$ cat config.mk
export PLATFORM = sky130hd
export DESIGN_NAME = mem_forward_unit
export DESIGN_NICKNAME = d
export VERILOG_FILES = /design/src/rtl/mem_forward_unit.sv
export SDC_FILE = /design/constraint.sdc
export NUM_CORES = 1
export LEC_CHECK = 0
export ABC_CLOCK_PERIOD_IN_PS = 4000
export CELL_PAD_IN_SITES_DETAIL_PLACEMENT = 1
export CELL_PAD_IN_SITES_GLOBAL_PLACEMENT = 2
export CORE_UTILIZATION = 29
export DETAILED_ROUTE_END_ITERATION = 6
export PLACE_DENSITY_LB_ADDON = 0.1
export SETUP_SLACK_MARGIN = 0.5
export SYNTH_ARGS = -nofsm -noshare
export SYNTH_HDL_FRONTEND = slang
export SYNTH_SLANG_ARGS = --single-unit
$ cat constraint.sdc
create_clock -name i_clk -period 4 [get_ports i_clk]
set_clock_uncertainty 0.2 [all_clocks]
set_input_delay 0.8 -clock i_clk [delete_from_list [all_inputs] [get_ports i_clk]]
set_output_delay 0.8 -clock i_clk [all_outputs]
set_load 0.01 [all_outputs]
$ cat src/rtl/mem_forward_unit.sv
// mem_forward_unit
//   MEM-stage store-data forwarding plus load-use hazard bubble insertion.
//
//   A DEPTH-entry history of recent forwardable register writebacks is kept.
//   A store in MEM takes the newest matching value from one of two places:
//   the live WB stage, or the history. Otherwise it uses the register-file
//   read it already carries. A two-state FSM raises a stall for exactly one
//   cycle per load-use hazard at ID/EX. It also counts stall cycles in a
//   saturating counter.
//
// Ports
//   i_clk, i_rst_n          clock, synchronous active-low reset
//   i_freeze                global pipeline freeze, holds all state
//   i_wb_*                  writeback stage: valid, is_load, reg, data
//   i_mem_store/rt/rt_data  store in MEM and its pipelined source data
//   o_store_data            data sent to memory (forwarded or pass-through)
//   o_forward/o_forward_src forwarding active; 0 = live WB, k = history k-1
//   i_ex_load, i_ex_rt      load in EX and its destination register
//   i_id_rs/rt/uses_rt      source registers of the instruction in ID
//   o_load_use_stall        hold PC and IF/ID, bubble ID/EX
//   o_stall_count           saturating count of stall cycles
//   o_dbg_state             current FSM state (0 = IDLE, 1 = BUBBLE)
module mem_forward_unit #(
  parameter int REG_ADDR_W = 5,
  parameter int DATA_W     = 32,
  parameter int DEPTH      = 2,
  parameter int FWD_ALL    = 0,
  parameter int SRC_W      = 3
) (
  input  logic                  i_clk,
  input  logic                  i_rst_n,
  input  logic                  i_freeze,
  input  logic                  i_wb_valid,
  input  logic                  i_wb_is_load,
  input  logic [REG_ADDR_W-1:0] i_wb_reg,
  input  logic [DATA_W-1:0]     i_wb_data,
  input  logic                  i_mem_store,
  input  logic [REG_ADDR_W-1:0] i_mem_rt,
  input  logic [DATA_W-1:0]     i_mem_rt_data,
  output logic [DATA_W-1:0]     o_store_data,
  output logic                  o_forward,
  output logic [SRC_W-1:0]      o_forward_src,
  input  logic                  i_ex_load,
  input  logic [REG_ADDR_W-1:0] i_ex_rt,
  input  logic [REG_ADDR_W-1:0] i_id_rs,
  input  logic [REG_ADDR_W-1:0] i_id_rt,
  input  logic                  i_id_uses_rt,
  output logic                  o_load_use_stall,
  output logic [15:0]           o_stall_count,
  output logic                  o_dbg_state
);

  typedef enum logic {
    ST_IDLE   = 1'b0,
    ST_BUBBLE = 1'b1
  } state_e;

  state_e                state_q, state_d;
  logic [15:0]           stall_cnt_q, stall_cnt_d;
  logic                  hist_vld_q  [DEPTH];
  logic [REG_ADDR_W-1:0] hist_reg_q  [DEPTH];
  logic [DATA_W-1:0]     hist_data_q [DEPTH];

  logic                  wb_elig;
  logic                  detect;
  logic                  sel_hit;
  logic [SRC_W-1:0]      sel_src;
  logic [DATA_W-1:0]     sel_data;

  // Register 0 is hardwired, so a write to it never forwards anything.
  assign wb_elig = i_wb_valid && (i_wb_reg != '0) &&
                   ((FWD_ALL != 0) || i_wb_is_load);

  // Writeback history: entry 0 is the newest. Every unfrozen cycle shifts
  // in a new entry. An ineligible writeback shifts in an invalid entry, so
  // each value ages out after exactly DEPTH cycles.
  always_ff @(posedge i_clk) begin
    if (!i_rst_n) begin
      for (int k = 0; k < DEPTH; k++) begin
        hist_vld_q[k]  <= 1'b0;
        hist_reg_q[k]  <= '0;
        hist_data_q[k] <= '0;
      end
    end else if (!i_freeze) begin
      hist_vld_q[0]  <= wb_elig;
      hist_reg_q[0]  <= i_wb_reg;
      hist_data_q[0] <= i_wb_data;
      for (int k = 1; k < DEPTH; k++) begin
        hist_vld_q[k]  <= hist_vld_q[k-1];
        hist_reg_q[k]  <= hist_reg_q[k-1];
        hist_data_q[k] <= hist_data_q[k-1];
      end
    end
  end

  // Forward select. The loop walks from oldest to newest so that the
  // youngest matching history entry wins. The live WB overrides the
  // history because it is newer still.
  always_comb begin
    sel_hit  = 1'b0;
    sel_src  = '0;
    sel_data = i_mem_rt_data;
    if (wb_elig && (i_wb_reg == i_mem_rt)) begin
      sel_hit  = 1'b1;
      sel_src  = '0;
      sel_data = i_wb_data;
    end else begin
      for (int k = DEPTH - 1; k >= 0; k--) begin
        if (hist_vld_q[k] && (hist_reg_q[k] == i_mem_rt)) begin
          sel_hit  = 1'b1;
          sel_src  = SRC_W'(k + 1);
          sel_data = hist_data_q[k];
        end
      end
    end
  end

  assign o_forward     = i_mem_store && (i_mem_rt != '0) && sel_hit;
  assign o_store_data  = o_forward ? sel_data : i_mem_rt_data;
  assign o_forward_src = o_forward ? sel_src : '0;

  assign detect = i_ex_load && (i_ex_rt != '0) &&
                  ((i_ex_rt == i_id_rs) || (i_id_uses_rt && (i_ex_rt == i_id_rt)));

  // In BUBBLE the hazard is already resolved: the load has moved on by one
  // stage. So detect is ignored and the machine always returns to IDLE.
  always_comb begin
    state_d          = state_q;
    o_load_use_stall = 1'b0;
    case (state_q)
      ST_IDLE: begin
        o_load_use_stall = detect;
        if (detect && !i_freeze) state_d = ST_BUBBLE;
      end
      ST_BUBBLE: begin
        if (!i_freeze) state_d = ST_IDLE;
      end
      default: state_d = ST_IDLE;
    endcase
  end

  always_comb begin
    stall_cnt_d = stall_cnt_q;
    if (o_load_use_stall && !i_freeze && (stall_cnt_q != 16'hFFFF)) begin
      stall_cnt_d = stall_cnt_q + 16'd1;
    end
  end

  always_ff @(posedge i_clk) begin
    if (!i_rst_n) begin
      state_q     <= ST_IDLE;
      stall_cnt_q <= 16'd0;
    end else begin
      state_q     <= state_d;
      stall_cnt_q <= stall_cnt_d;
    end
  end

  assign o_stall_count = stall_cnt_q;
  assign o_dbg_state   = state_q;

endmodule

# Yosys cells after proc, flatten, opt, wreduce, memory -nomap -nowiden
# Memory sizes are Yosys's and may differ from the RTL's.
# Index checks and enable logic that the tools add are counted.
# word_totals
register_bits,17
ram_bits,76
input_bits,97
out_inout_bits,54
elab_cells,62
n_memories,3
# memory_table
memory,words,word_bits,read_ports,rd_ports_with_merged_regs,write_ports,line_no,rtl
hist_data_q,2,32,2,0,2,62,logic [DATA_W-1:0] hist_data_q [DEPTH];
hist_reg_q,2,5,2,0,2,61,logic [REG_ADDR_W-1:0] hist_reg_q [DEPTH];
hist_vld_q,2,1,2,0,2,60,logic hist_vld_q [DEPTH];
# op_classes
add_sub_neg,1
n_eq_ne,6
mux,25
bitwise,7
reduce_logical,18
# ops
cell,n
two-way mux 32 bit,6
equality test 5 bit,5
"adder 16 x 1 -> 16 bit, second input constant",1
"!= test 16 bit, second input constant",1
nonzero test 5 bit,3
logical AND 1 bit,13
two-way mux 1 bit,12
two-way mux 5 bit,2
two-way mux 3 bit,3
OR 1 bit,6
two-way mux 2 bit,1
one-hot mux 1 bit (2 select lines),1
zero test 1 bit,1
logical OR 1 bit,1
NOT 1 bit,1

# Logic depth before layout (Yosys ltp)
# Gate-level depths: netlist of the first run.
# An unclocked memory read counts as a cell.
# depth
depth_word,8
depth_mapped,9
mapped_depth_nobuf,7

# Worst setup path after synthesis of the first run
# No wires, ideal clock.
# synth_timing
kind,input-to-output
start,in i_wb_reg[1]
end,out o_store_data[10]
arrival_time_ns,2.548
t_required_ns,3.000
slack_ns,0.452
stages,7
path_buffers,2
cell_sequence,or4_1 > o211ai_1 > or3_1 > clkbuf_1 > clkbuf_1 > nor2_1 > o31ai_1
# synth_between
elab_chain_len,7
word_cells_on_any_way,9
cone_classes,1 x eq/ne; 3 x mux; 5 x reduce/logical
# synth_rtl
element,line_no,rtl
from (decl),35,"input logic [REG_ADDR_W-1:0] i_wb_reg,"
nonzero test 5 bit,71,assign wb_elig = i_wb_valid && (i_wb_reg != '0) &&
logical AND 1 bit (2 in a row),71,
logical AND 1 bit (*),103,if (wb_elig && (i_wb_reg == i_mem_rt)) begin
two-way mux 1 bit,103,
logical AND 1 bit,118,assign o_forward = i_mem_store && (i_mem_rt != '0) && sel_hit;
two-way mux 32 bit (*),119,assign o_store_data = o_forward ? sel_data : i_mem_rt_data;
to (decl),40,"output logic [DATA_W-1:0] o_store_data,"
# Mark *: on every way between the ends. The rest lies on a longest branch, timed or not.

# Worst setup path after layout of the first run
# layout_timing
start,in i_mem_rt[3]
end,out o_store_data[22]
# layout_between
elab_chain_len,7
word_cells_on_any_way,16
cone_classes,3 x eq/ne; 7 x mux; 6 x reduce/logical
# layout_rtl
element,line_no,rtl
from (decl),38,"input logic [REG_ADDR_W-1:0] i_mem_rt,"
equality test 5 bit,109,if (hist_vld_q[k] && (hist_reg_q[k] == i_mem_rt)) begin
logical AND 1 bit,109,
two-way mux 1 bit (2 in a row),109,
two-way mux 1 bit,103,
logical AND 1 bit,118,
two-way mux 32 bit (*),119,
# Marks and branches as above.

==> run summary, run 1 <==
Hold Path Class = register to register
Final worst-path cycle share = 98.2%
DP Area = 0.00685 sq mm
Cells after Synth = 467
Final ANT Viol Nets = 0
Area Growth Syn to Fin = 74.2%
Mapped Area = 0.00490 sq mm
Per-cell routed wire length = 20.0 um
IO buf count = 149
CP peak stage delay = 320 ps
All-Layer GR Usage = 20.0%
Synth area leader = edfxtp_1
Largest net degree at the start of global routing = 77
YS warnings = 0
VDD IR-drop max = 0.200 mV
Die X = 132 um
Seq/Total Area, Yosys = 53.5%
Crit-path leading delay family = buffers and inverters
CP required = 3000 ps
CTS Root Cell = clkbuf_16
MaxCap Viol Count = 0
Worst setup margin = 73.6 ps
CP dominant cell by count = buf_12
Die area = 0.0174 sq mm
Switching pwr = 584 uW
Number of DRC markers in iteration 0 = 202
DR pass1 iterations = 4
Final setup viols = 0
Post-synth EDFFs = 76
Die span in y = 132 um
DR vias/cell = 5.09
Number of global-route vias before repair = 4727
Final GP Congestion = 0.781
Synth Area in Simple Gates = 22.8%
Ports = 151
Vias = 4528
Detailed-route DRC error count = 0
Worst path buffer plus inverter count = 9
Post-route cell area = 0.00854 sq mm
CP Class = input port to primary output
Final Hold Viols = 0
Worst-case clock buffer depth = 2
Register bit total from synthesis = 93
Main combinational cell family by area after synthesis = simple AND/OR/NAND/NOR gates
Max_slew headroom = 29.4%
Int Pwr = 1850 uW
Fmax = 0.255 GHz
Clock Pin Slew Worst Setup and Hold Paths = 60 ps
Starting Density = 29.7%
Yosys cell types = 45
Adder-Cell Fraction of Synth Area = 0.255%
Leak = 0.00325 uW
Cell Count, Final, Fillers Out = 890
Mux share of post-synthesis cell area = 0.612%
Fin nets = 762
RSZ-0062 raised after global routing = yes
Post-synth top area share = 46.5%
Ys flop type = edfxtp_1
Combinational share of power = 15.2%
First-pass GRT wire length = 26700 um
Initial antenna violation count = 1
Post-Synth XOR/XNOR Area = 4.82%
CTS tree = done
CTS Sinks = 93
Routed wire length = 17800 um
Total grt overflow = 0
Total CTS buffers = 9
CTS H-tree lvls = 3
Share of layout cells above drive strength 1 = 34.5%
Arrival time worst endpoint = 2930 ps
Startpoint types = input port
Sequential share of power = 47.2%
Critical Path Slowest Stage Cell = nor4_2
Critical Path Fanout Max = 5
Fill count = 1700
Top post-synthesis cells by area = edfxtp_1 47%, and2_1 10%, dfxtp_1 6.9%, a221oi_1 5.7%, o31ai_1 5.4%
Cells along the critical path = buf_6, buf_6, xor2_2, nor4_2, and3_4, buf_6, o31ai_4, buf_12, buf_12, buf_12, buf_12, buf_16, o31ai_4, buf_2
Final Slew Violations = 0
Slew @ Worst Pin = 1060 ps
Status = complete, no violations
Crit. End Element = primary output
Compound-Gate Fraction of Synth Area = 14.6%
Cell row count = 47
Core area = 0.0165 sq mm
Switching Fraction = 24.0%
Clock Latency Late Sink = 350 ps
Syn avg cell area = 10.5 sq um
Min cycle time layout = 3930 ps
Syn Nets = 565
Inst Count DP = 831
Pre-CTS setup slack = -729 ps
HPWL after DPL = 9980 um
Power Dens Cells = 285 mW/mm^2
Clock share of power = 37.7%
Synth async-reset ratio = 0%
[synthesized netlist by cell type (all sizes together), types with 3 or more instances]
library cell	n
a21boi	3
a221oi	32
and2	78
and3	7
buf	9
clkbuf	26
dfxtp	17
edfxtp	76
inv	5
mux2i	3
nand2	48
nand2b	5
nand3	9
nand4	4
nor2	36
nor2b	4
nor3	3
nor4	5
o21a	3
o21ai	5
o31ai	35
or3	3
or4	4
xnor2	9
xor2	18
[metal layers]
layer	track usage (%)	part of all wire [%]	vias up
met2	31.8	48	114
li1	-	-	2133
met3	3.46	4.2	17
met1	27.3	47	2264
met5	0	0	-
met4	6.98	1.2	0
[path summary, 6_finish.rpt]
check	from	to	slack, ps	cells after the start
setup reg to reg	o_stall_count[0]$_SDFFE_PN0P_	o_stall_count[8]$_SDFFE_PN0P_	1400	7
hold reg to reg	o_dbg_state$_SDFF_PN0_	o_dbg_state$_SDFF_PN0_	290	2
hold / removal	o_dbg_state$_SDFF_PN0_	o_dbg_state$_SDFF_PN0_	290	2
setup / recovery	i_mem_rt[3]	o_store_data[22]	70	14
[tightest hold or removal path: stages, from the launching register on]
cell and delay (ps):
dfxtp_1 330, nand3_1 70, nand2_1 50
[layout make-up]
cell class	instances	area, sq um	share of cell area, %
multi-input combinational	335	2930	34.3
sequential	93	2620	30.7
timing repair buffer	220	2370	27.8
clock buffer	13	303	3.55
tap	220	275	3.22
clock inverter	3	20.0	0.234
inverter	5	18.8	0.220
antenna	1	2.50	0.0293
[what timing repair did]
item | 4_1_cts | 5_1_grt
resized for setup | 311 | 52
endpoints found under the setup margin | 36 | 35
endpoints found under the hold margin | 0 | 0
setup buffers | 21 | 6
hold buffers | 0 | 0
cloned | 12 | 3
pin swaps | 35 | 19
[placed cells by master (no fill, tap or decap), types with 9 or more instances in the layout]
master and n:
edfxtp_1 76, a221oi_2 23, clkbuf_16 14, and2_1 78, xor2_1 17, o31ai_4 26
buf_4 27, buf_16 12, nand2_1 35, buf_6 22, nand3_1 9, clkdlybuf4s50_1 101
nand2_2 10, dfxtp_1 17, nor2_4 9, buf_2 35, buf_12 13, nor2_1 21
[logic make-up after synthesis]
kind of cell,Yosys count
other,1
adders and majority gates,1
AOI/OAI and AO/OA,90
xor gates and xnor gates,27
buffers and inverters,40
muxes,3
and+or+nand+nor,212
DFF,93
[stage by stage]
stage	total power [uW]	hold slack [ps]	setup TNS [ps]	util (%)
2_1_floorplan	1260	291	0	-
3_3_place_gp	1460	272	-20550	41.4
3_5_place_dp	1460	291	-22560	41.4
4_1_cts	2420	302	0	49.2
5_1_grt	2520	316	-2.34	51.7
6_report	2430	293	0	51.7
[power groups by stage]
stage / registers, uW / clock network [uW] / logic, uW
floorplan: 1150 / 0 / 111
global placement: 1160 / 0 / 299
detailed placement: 1160 / 0 / 303
CTS: 1140 / 931 / 344
global route: 1150 / 967 / 394
finish: 1150 / 916 / 368
[sequential cells by signal, summed over array words and instances, names as in the netlist]
signal and count:
hist_data_q 64, hist_reg_q 10, hist_vld_q 2, o_dbg_state 1, o_stall_count 16
Note: power is estimated with default switching activity, not from simulation.
==> run 2, diff against run 1 <==
--- a/config.mk
+++ b/config.mk
@@ -10,7 +10,7 @@
 export CELL_PAD_IN_SITES_GLOBAL_PLACEMENT = 2
 export CORE_UTILIZATION = 29
 export DETAILED_ROUTE_END_ITERATION = 6
-export PLACE_DENSITY_LB_ADDON = 0.1
+export PLACE_DENSITY = 0.9
 export SETUP_SLACK_MARGIN = 0.5
 export SYNTH_ARGS = -nofsm -noshare
 export SYNTH_HDL_FRONTEND = slang
==> run 2 against run 1 <==
Net effect:
- sequential share of layout area is 0.57 points higher
- largest power group unchanged
- utilization is 0.95 points lower
- final area is 1.8% lower
==> run summary, run 2 (synthesis gave the netlist of run 1 again) <==
Status = complete, no violations
Hold Path Class = register to register
Die X = 132 um
Die span in y = 132 um
Ports = 151
MaxCap Viol Count = 0
Commonest non-fill, non-tap cell in the layout = clkdlybuf4s50_1
Detailed-route DRC error count = 0
Fmax = 0.262 GHz
CP required = 3000 ps
Number of DRC markers in iteration 0 = 222
Final Hold Viols = 0
Starting Density = 29.7%
Cell row count = 47
CP Class = input port to primary output
Power Dens Cells = 301 mW/mm^2
CTS tree = done
Inst Count DP = 829
WHS = 303 ps
Hold-fix buffer count after cts = 0
Min cycle time layout = 3820 ps
RSZ-0062 raised after global routing = yes
Die area = 0.0174 sq mm
Final setup viols = 0
Routed wire length = 19000 um
Final GP Congestion = 0.817
Core area = 0.0165 sq mm
Vias = 4576
Clock Pin Slew Worst Setup and Hold Paths = 60 ps
Startpoint types = input port
Fin nets = 750
Largest net degree at the start of global routing = 77
DR pass1 iterations = 4
CTS H-tree lvls = 3
Clock Latency Late Sink = 350 ps
CTS Sinks = 93
Reg with most FFs = hist_data_q
Final ANT Viol Nets = 0
Worst-case clock buffer depth = 2
DR vias/cell = 5.22
R2r setup slk = 1410 ps
Arrival time worst endpoint = 2820 ps
Cell Count, Final, Fillers Out = 877
Area Growth Syn to Fin = 71.0%
Initial antenna violation count = 0
Critical Path Fanout Max = 5
HPWL after DPL = 10000 um
First-pass GRT wire length = 28500 um
Total CTS buffers = 9
Share of layout cells above drive strength 1 = 29.8%
VDD IR-drop max = 0.204 mV
Final Slew Violations = 0
All-Layer GR Usage = 21.1%
IO buf count = 149
Max_slew headroom = 30.4%
Slew @ Worst Pin = 1040 ps
Crit. End Element = primary output
Per-cell routed wire length = 21.7 um
Leak = 0.00318 uW
Max reg flops = 64
# diodes = 0
CTS Root Cell = clkbuf_16
Final worst-path cycle share = 95.4%
Total grt overflow = 0
Number of global-route vias before repair = 4971
Commonest non-fill, non-tap cells in the layout = 101 x clkdlybuf4s50_1, 78 x and2_1, 76 x edfxtp_1, 36 x nand2_1
Fill count = 1672
-- run 2: report_power, final --
group	total (uW)	leakage (uW)	switching (uW)	internal, uW
Sequential	1160	0.000967	45.4	1110
Combinational	369	0.00205	172	197
Clock	999	0.000164	383	616
Total	2530	0.00318	601	1930
-- run 2: metal layers --
layer	GRT usage, %	share of wire (%)
met4	4.84	1.3
met2	36.4	52
met5	0	0
met1	26.8	42
met3	4.65	5.2
-- run 2: worst paths after layout --
| path | from | end | cells past startpoint |
|---|---|---|---|
| setup reg to reg | o_stall_count[0]$_SDFFE_PN0P_ | o_stall_count[8]$_SDFFE_PN0P_ | 7 |
| hold reg to reg | o_stall_count[8]$_SDFFE_PN0P_ | o_stall_count[8]$_SDFFE_PN0P_ | 2 |
| setup / recovery | i_mem_rt[1] | o_store_data[0] | 12 |
| hold / removal | o_stall_count[8]$_SDFFE_PN0P_ | o_stall_count[8]$_SDFFE_PN0P_ | 2 |
-- run 2: final cells by class --
cell class	instances	area (sq um)	area share, %
Timing Repair Buffer	209	2220	26.4
Multi-Input combinational cell	334	2910	34.7
Sequential cell	93	2620	31.3
Inverter	5	21.3	0.254
Tap cell	220	275	3.28
Clock inverter	5	108	1.28
Clock buffer	11	233	2.78
-- run 2: critical path: stages --
cell	delay, ps
buf_2	120
xor2_2	160
nor4_4	320
and3_4	260
buf_6	110
o31ai_4	70
buf_6	150
buf_12	140
buf_12	130
buf_16	130
o31ai_2	240
buf_2	170
-- run 2: what timing repair did --
item | in CTS | in global routing
setup endpoints to repair | 36 | 36
cloned | 11 | 3
pin swaps | 27 | 24
resized for setup | 255 | 76
setup buffers | 17 | 1
-- run 2: stage by stage --
step / cell area, sq um / setup WS, ps / power [uW] / setup TNS [ps] / util [%]
final: 8380 / 183 / 2530 / 0 / 50.7
after global routing: 8380 / 63.5 / 2610 / 0 / 50.7
after CTS: 7890 / 220 / 2470 / 0 / 47.7
after detailed placement: 6820 / -613 / 1460 / -18150 / 41.3
after global placement: 6820 / -497 / 1450 / -15070 / 41.3
after floorplan: 4900 / 452 / 1260 / 0 / -
==> run 3, diff against run 2 <==
--- a/config.mk
+++ b/config.mk
@@ -9,9 +9,12 @@
 export CELL_PAD_IN_SITES_DETAIL_PLACEMENT = 1
 export CELL_PAD_IN_SITES_GLOBAL_PLACEMENT = 2
 export CORE_UTILIZATION = 29
+export CTS_CLUSTER_DIAMETER = 60
 export DETAILED_ROUTE_END_ITERATION = 6
 export PLACE_DENSITY = 0.9
 export SETUP_SLACK_MARGIN = 0.5
+export SLEW_MARGIN = 30
 export SYNTH_ARGS = -nofsm -noshare
 export SYNTH_HDL_FRONTEND = slang
 export SYNTH_SLANG_ARGS = --single-unit
+export TNS_END_PERCENT = 50
==> run 3 against run 2 <==
Net effect:
- die area unchanged
- global-route usage decreased by 0.28 points
- critical path type unchanged
- combinational power decreased by 4%
- largest cell class unchanged
==> run summary, run 3 (synthesis gave the netlist of run 1 again) <==
# diodes = 0
Detailed-route DRC error count = 0
Inst Count DP = 829
Final Hold Viols = 0
MaxCap Viol Count = 0
Pwr Total = 2490 uW
CTS Root Cell = clkbuf_16
CTS H-tree lvls = 3
Critical Path Fanout Max = 6
Cell row count = 47
Critical Path Slowest Stage Cell = or4_4
Crit. End Element = primary output
Setup_tns = 0 ps
HPWL after DPL = 10000 um
All-Layer GR Usage = 20.8%
CTS Sinks = 93
Grt met1 use = 26.0%
Share of layout cells above drive strength 1 = 27.2%
Number of global-route vias before repair = 4952
Power Dens Cells = 303 mW/mm^2
Slew @ Worst Pin = 625 ps
Max reg flops = 64
Final worst-path cycle share = 94.7%
Total CTS buffers = 9
Worst-case clock buffer depth = 2
Clock Pin Slew Worst Setup and Hold Paths = 60 ps
Max_slew headroom = 57.8%
Fin nets = 747
First-pass GRT wire length = 28300 um
GRT busiest layer = met2
Initial antenna violation count = 0
Reg with most FFs = hist_data_q
Grt met3 use = 4.04%
Startpoint types = input port
Worst path buffer plus inverter count = 6
Die X = 132 um
Final GP Congestion = 0.817
Area Growth Syn to Fin = 67.4%
Status = complete, no violations
Final setup viols = 0
Per-cell routed wire length = 20.6 um
Min cycle time layout = 3790 ps
CP dominant cell by count = o31ai_4
IO buf count = 149
Fmax = 0.264 GHz
RSZ-0062 raised after global routing = yes
VDD IR-drop max = 0.194 mV
Largest net degree at the start of global routing = 77
Die span in y = 132 um
Starting Density = 29.7%
GR Util met2 = 36.2%
CP Depth = 12
Hold path cells = 2
Crit-path leading delay family = buffers and inverters
Worst setup margin = 214 ps
Number of DRC markers in iteration 0 = 162
Cell Count, Final, Fillers Out = 874
Routed wire length = 18000 um
Core area = 0.0165 sq mm
Hold-fix buffer count after cts = 0
Cells along the critical path = buf_8, or4_4, o211ai_1, buf_4, nor3_4, o31ai_4, buf_6, buf_12, buf_16, nand2_1, o31ai_4, buf_2
R2r setup slk = 1420 ps
Clock Latency Late Sink = 350 ps
CP required = 3000 ps
Vias = 4532
Core Util, Final = 49.7%
Total grt overflow = 0
Hold Path Class = register to register
Final ANT Viol Nets = 0
Pre-CTS setup slack = -613 ps
Ports = 151
CP peak stage delay = 520 ps
CP Class = input port to primary output
DR pass1 iterations = 4
CTS tree = done
Final Slew Violations = 0
Commonest non-fill, non-tap cell in the layout = clkdlybuf4s50_1
Die area = 0.0174 sq mm
R2R depth = 7
Leak = 0.00314 uW
Arrival time worst endpoint = 2790 ps
DR vias/cell = 5.19
Commonest non-fill, non-tap cells in the layout = 102 x clkdlybuf4s50_1, 78 x and2_1, 76 x edfxtp_1, 38 x nand2_1, 37 x buf_2
## run 3: routing by layer
metal	routed length, um	up-vias
met4	291	0
met2	9200	139
li1	-	2097
met3	867	20
met5	0	-
met1	7640	2276
## run 3: final cells by class
class                   instances  area, sq um
clock buffers                  11          233
clock inverters                 5          108
fillers                      1713         8320
inverters                       5         21.3
multi-input cells             334         2790
flip-flops and latches         93         2620
well taps                     220          275
repair buffers                206         2160
## run 3: tightest hold or removal path: cells and delay by family, from the launching register on
| family | cells | cell delay (ps) |
|---|---|---|
| AOI/OAI and AO/OA | 2 | 130 |
| DFF | 1 | 330 |
## run 3: worst paths after layout
check / from / to
hold reg to reg: o_stall_count[8]$_SDFFE_PN0P_ / o_stall_count[8]$_SDFFE_PN0P_
setup / recovery: i_wb_reg[2] / o_store_data[22]
hold / removal: o_stall_count[8]$_SDFFE_PN0P_ / o_stall_count[8]$_SDFFE_PN0P_
setup reg to reg: o_stall_count[0]$_SDFFE_PN0P_ / o_stall_count[8]$_SDFFE_PN0P_
## run 3: per-stage QoR
step	hold slack, ps	cell area [sq um]
CTS	309	7820
global placement	274	6820
detailed placement	293	6820
global route	343	8210
finish	304	8210
floorplan	291	4900
## run 3: power by group
group	switching, uW	leakage [uW]	internal, uW	total, uW
registers	41.8	0.000967	1110	1150
logic	163	0.00200	190	353
clock network	369	0.000164	615	984
## run 3: what timing repair did
action / CTS / global route
setup buffers: 15 / 2
gates cloned: 10 / 2
pin swaps: 23 / 16
hold endpoints to repair: 0 / 0
setup endpoints to repair: 36 / 36
resized for setup: 242 / 55
==> variant, RTL diff (config.mk and constraints of run 2) <==
Put one more register stage on the output `o_dbg_state`, without a reset. The value now appears one clock later. The other outputs are not delayed to match.
--- a/src/rtl/mem_forward_unit.sv
+++ b/src/rtl/mem_forward_unit.sv
@@ -158,5 +158,7 @@
 
   assign o_stall_count = stall_cnt_q;
-  assign o_dbg_state   = state_q;
+  always_ff @(posedge i_clk) begin
+    o_dbg_state <= state_q;
+  end
 
 endmodule
Check against the original RTL: not equivalent (a bounded check fails within 4 cycles, from zero or initial values and one cycle with i_rst_n low).
==> variant against run 2 <==
- register-to-register slack improved by 20 ps
- non-clock buffer count decreased by 5
- global-route usage decreased by 2.8 points
- wire length decreased by 16%
- worst setup slack improved by 25 ps
- largest power group unchanged
- sequential share of layout area increased by 2.8 points
- first-iteration DRC count decreased by 34%
- final area decreased by 7.6%
- area after synthesis increased by 0.41%
- count of clock-buffer cells in the layout unchanged
- sequential cell count increased by 1
- total power decreased by 5.9%
==> variant: results <==
{
  "ys_async_sr_fraction_pct": 0,
  "post_route_cells_drive_above_1_share_pct": 25.77,
  "insertion_delay_ps": 350,
  "comb_power_mw": 0.325,
  "antenna_found_initial": 0,
  "wl_per_cell_um": 18.37,
  "multi_input_comb_area_um2": 2459,
  "clkTransAtPathRegs_ps": 60,
  "first_global_vias": 4627,
  "seqPwrFrac_pct": 48.4,
  "netSwitchingFraction_pct": 22.43,
  "synth-main-ff-cell": "edfxtp_1",
  "num_antenna_cells": 0,
  "ys_top_cells_by_area": "edfxtp_1, and2_1, dfxtp_1",
  "root_buffer": "clkbuf_16",
  "worst_path_cell_with_the_longest_stage_delay": "or4_4",
  "detailed_place.area_um2": 6877,
  "place_congestion": 0.8413,
  "cts.hold.buffers_added": 0,
  "cp.arrival_ps": 2790,
  "port_buffers": 149,
  "max_slew.worst_pin.slew_ps": 1014,
  "detail_route.iter0.violations": 146,
  "power-per-cell-area_nw_per_um2": 306.6,
  "holdCritPathClass": "reg -> reg",
  "synth_cells": 468,
  "post_drt_via_cell_ratio": 5.096,
  "ir_drop_mv": 0.1912,
  "grt_first_pass_wirelength_um": 25180,
  "cp_slowest_stage_delay_ps": 520,
  "filler_cell_count": 1782,
  "path_max_fanout": 6,
  "yosysSeqAreaShare_pct": 53.67,
  "status": "complete, no violations",
  "num-nets-final": 746,
  "grt_start_max_net_pins": 77,
  "preCtsSetupSlack_ps": -573.9,
  "track_usage_pct": 18.33,
  "hpwlAfterDp_um": 9889,
  "vias": 4444,
  "syn_nets": 566,
  "static-leakage-power_nw": 3.012,
  "yosys_warnings": 0,
  "placed_cells": 833,
  "overflow": 0,
  "largest_reg_flops": 64,
  "synth_cell_type_count": 45
}
==> variant: timing repair <==
item	4_1_cts	5_1_grt
resized for setup	240	44
pin swaps	25	13
cloned	5	3
setup buffers	12	4
setup endpoints to repair	36	35
==> variant: area by class of cell <==
class / count / share of cell area (%)
sequential: 94 / 34.10
multi-input combinational: 334 / 31.72
timing repair buffer: 204 / 26.45
tap: 220 / 3.552
clock buffer: 11 / 3.003
clock inverter: 4 / 0.9364
inverter: 5 / 0.2422
==> variant: routing by layer <==
metal,track usage (%),part of all wire [%],vias to the layer above
met2,31.57,51,132
met4,5.364,1.1,0
li1,-,-,2088
met1,22.67,43,2208
met5,0,0,-
met3,4.498,5.4,16
==> variant: logic make-up (layout without fill, tap and decap cells) <==
| group | Yosys count | after routing | synth area share (%) |
|---|---|---|---|
| AOI/OAI and AO/OA | 90 | 90 | 14.51 |
| xor gates and xnor gates | 27 | 27 | 4.803 |
| adders and majority gates | 1 | 1 | 0.2541 |
| buffers and inverters | 40 | 224 | 3.329 |
| DFF | 94 | 94 | 53.67 |
| muxes | 3 | 3 | 0.6099 |
| other | 1 | 1 | 0.07617 |
| and+or+nand+nor | 212 | 212 | 22.74 |
==> variant: final timing paths <==
kind / start / end / slack (ps) / depth (start not counted)
setup / recovery: i_wb_reg[1] / o_store_data[25] / 210 / 13
hold / removal: state_q / o_dbg_state / 180 / 0
setup reg to reg: o_stall_count[0] / o_stall_count[8] / 1430 / 7
hold reg to reg: state_q / o_dbg_state / 180 / 0
==> variant: worst register-to-register path, stage by stage (launching register included) <==
cell      delay, ps
dfxtp_1         370
ha_1            250
and2_1          180
nand4_1         150
o21a_1          150
or3b_1          580
or4_1           480
a21boi_1        150
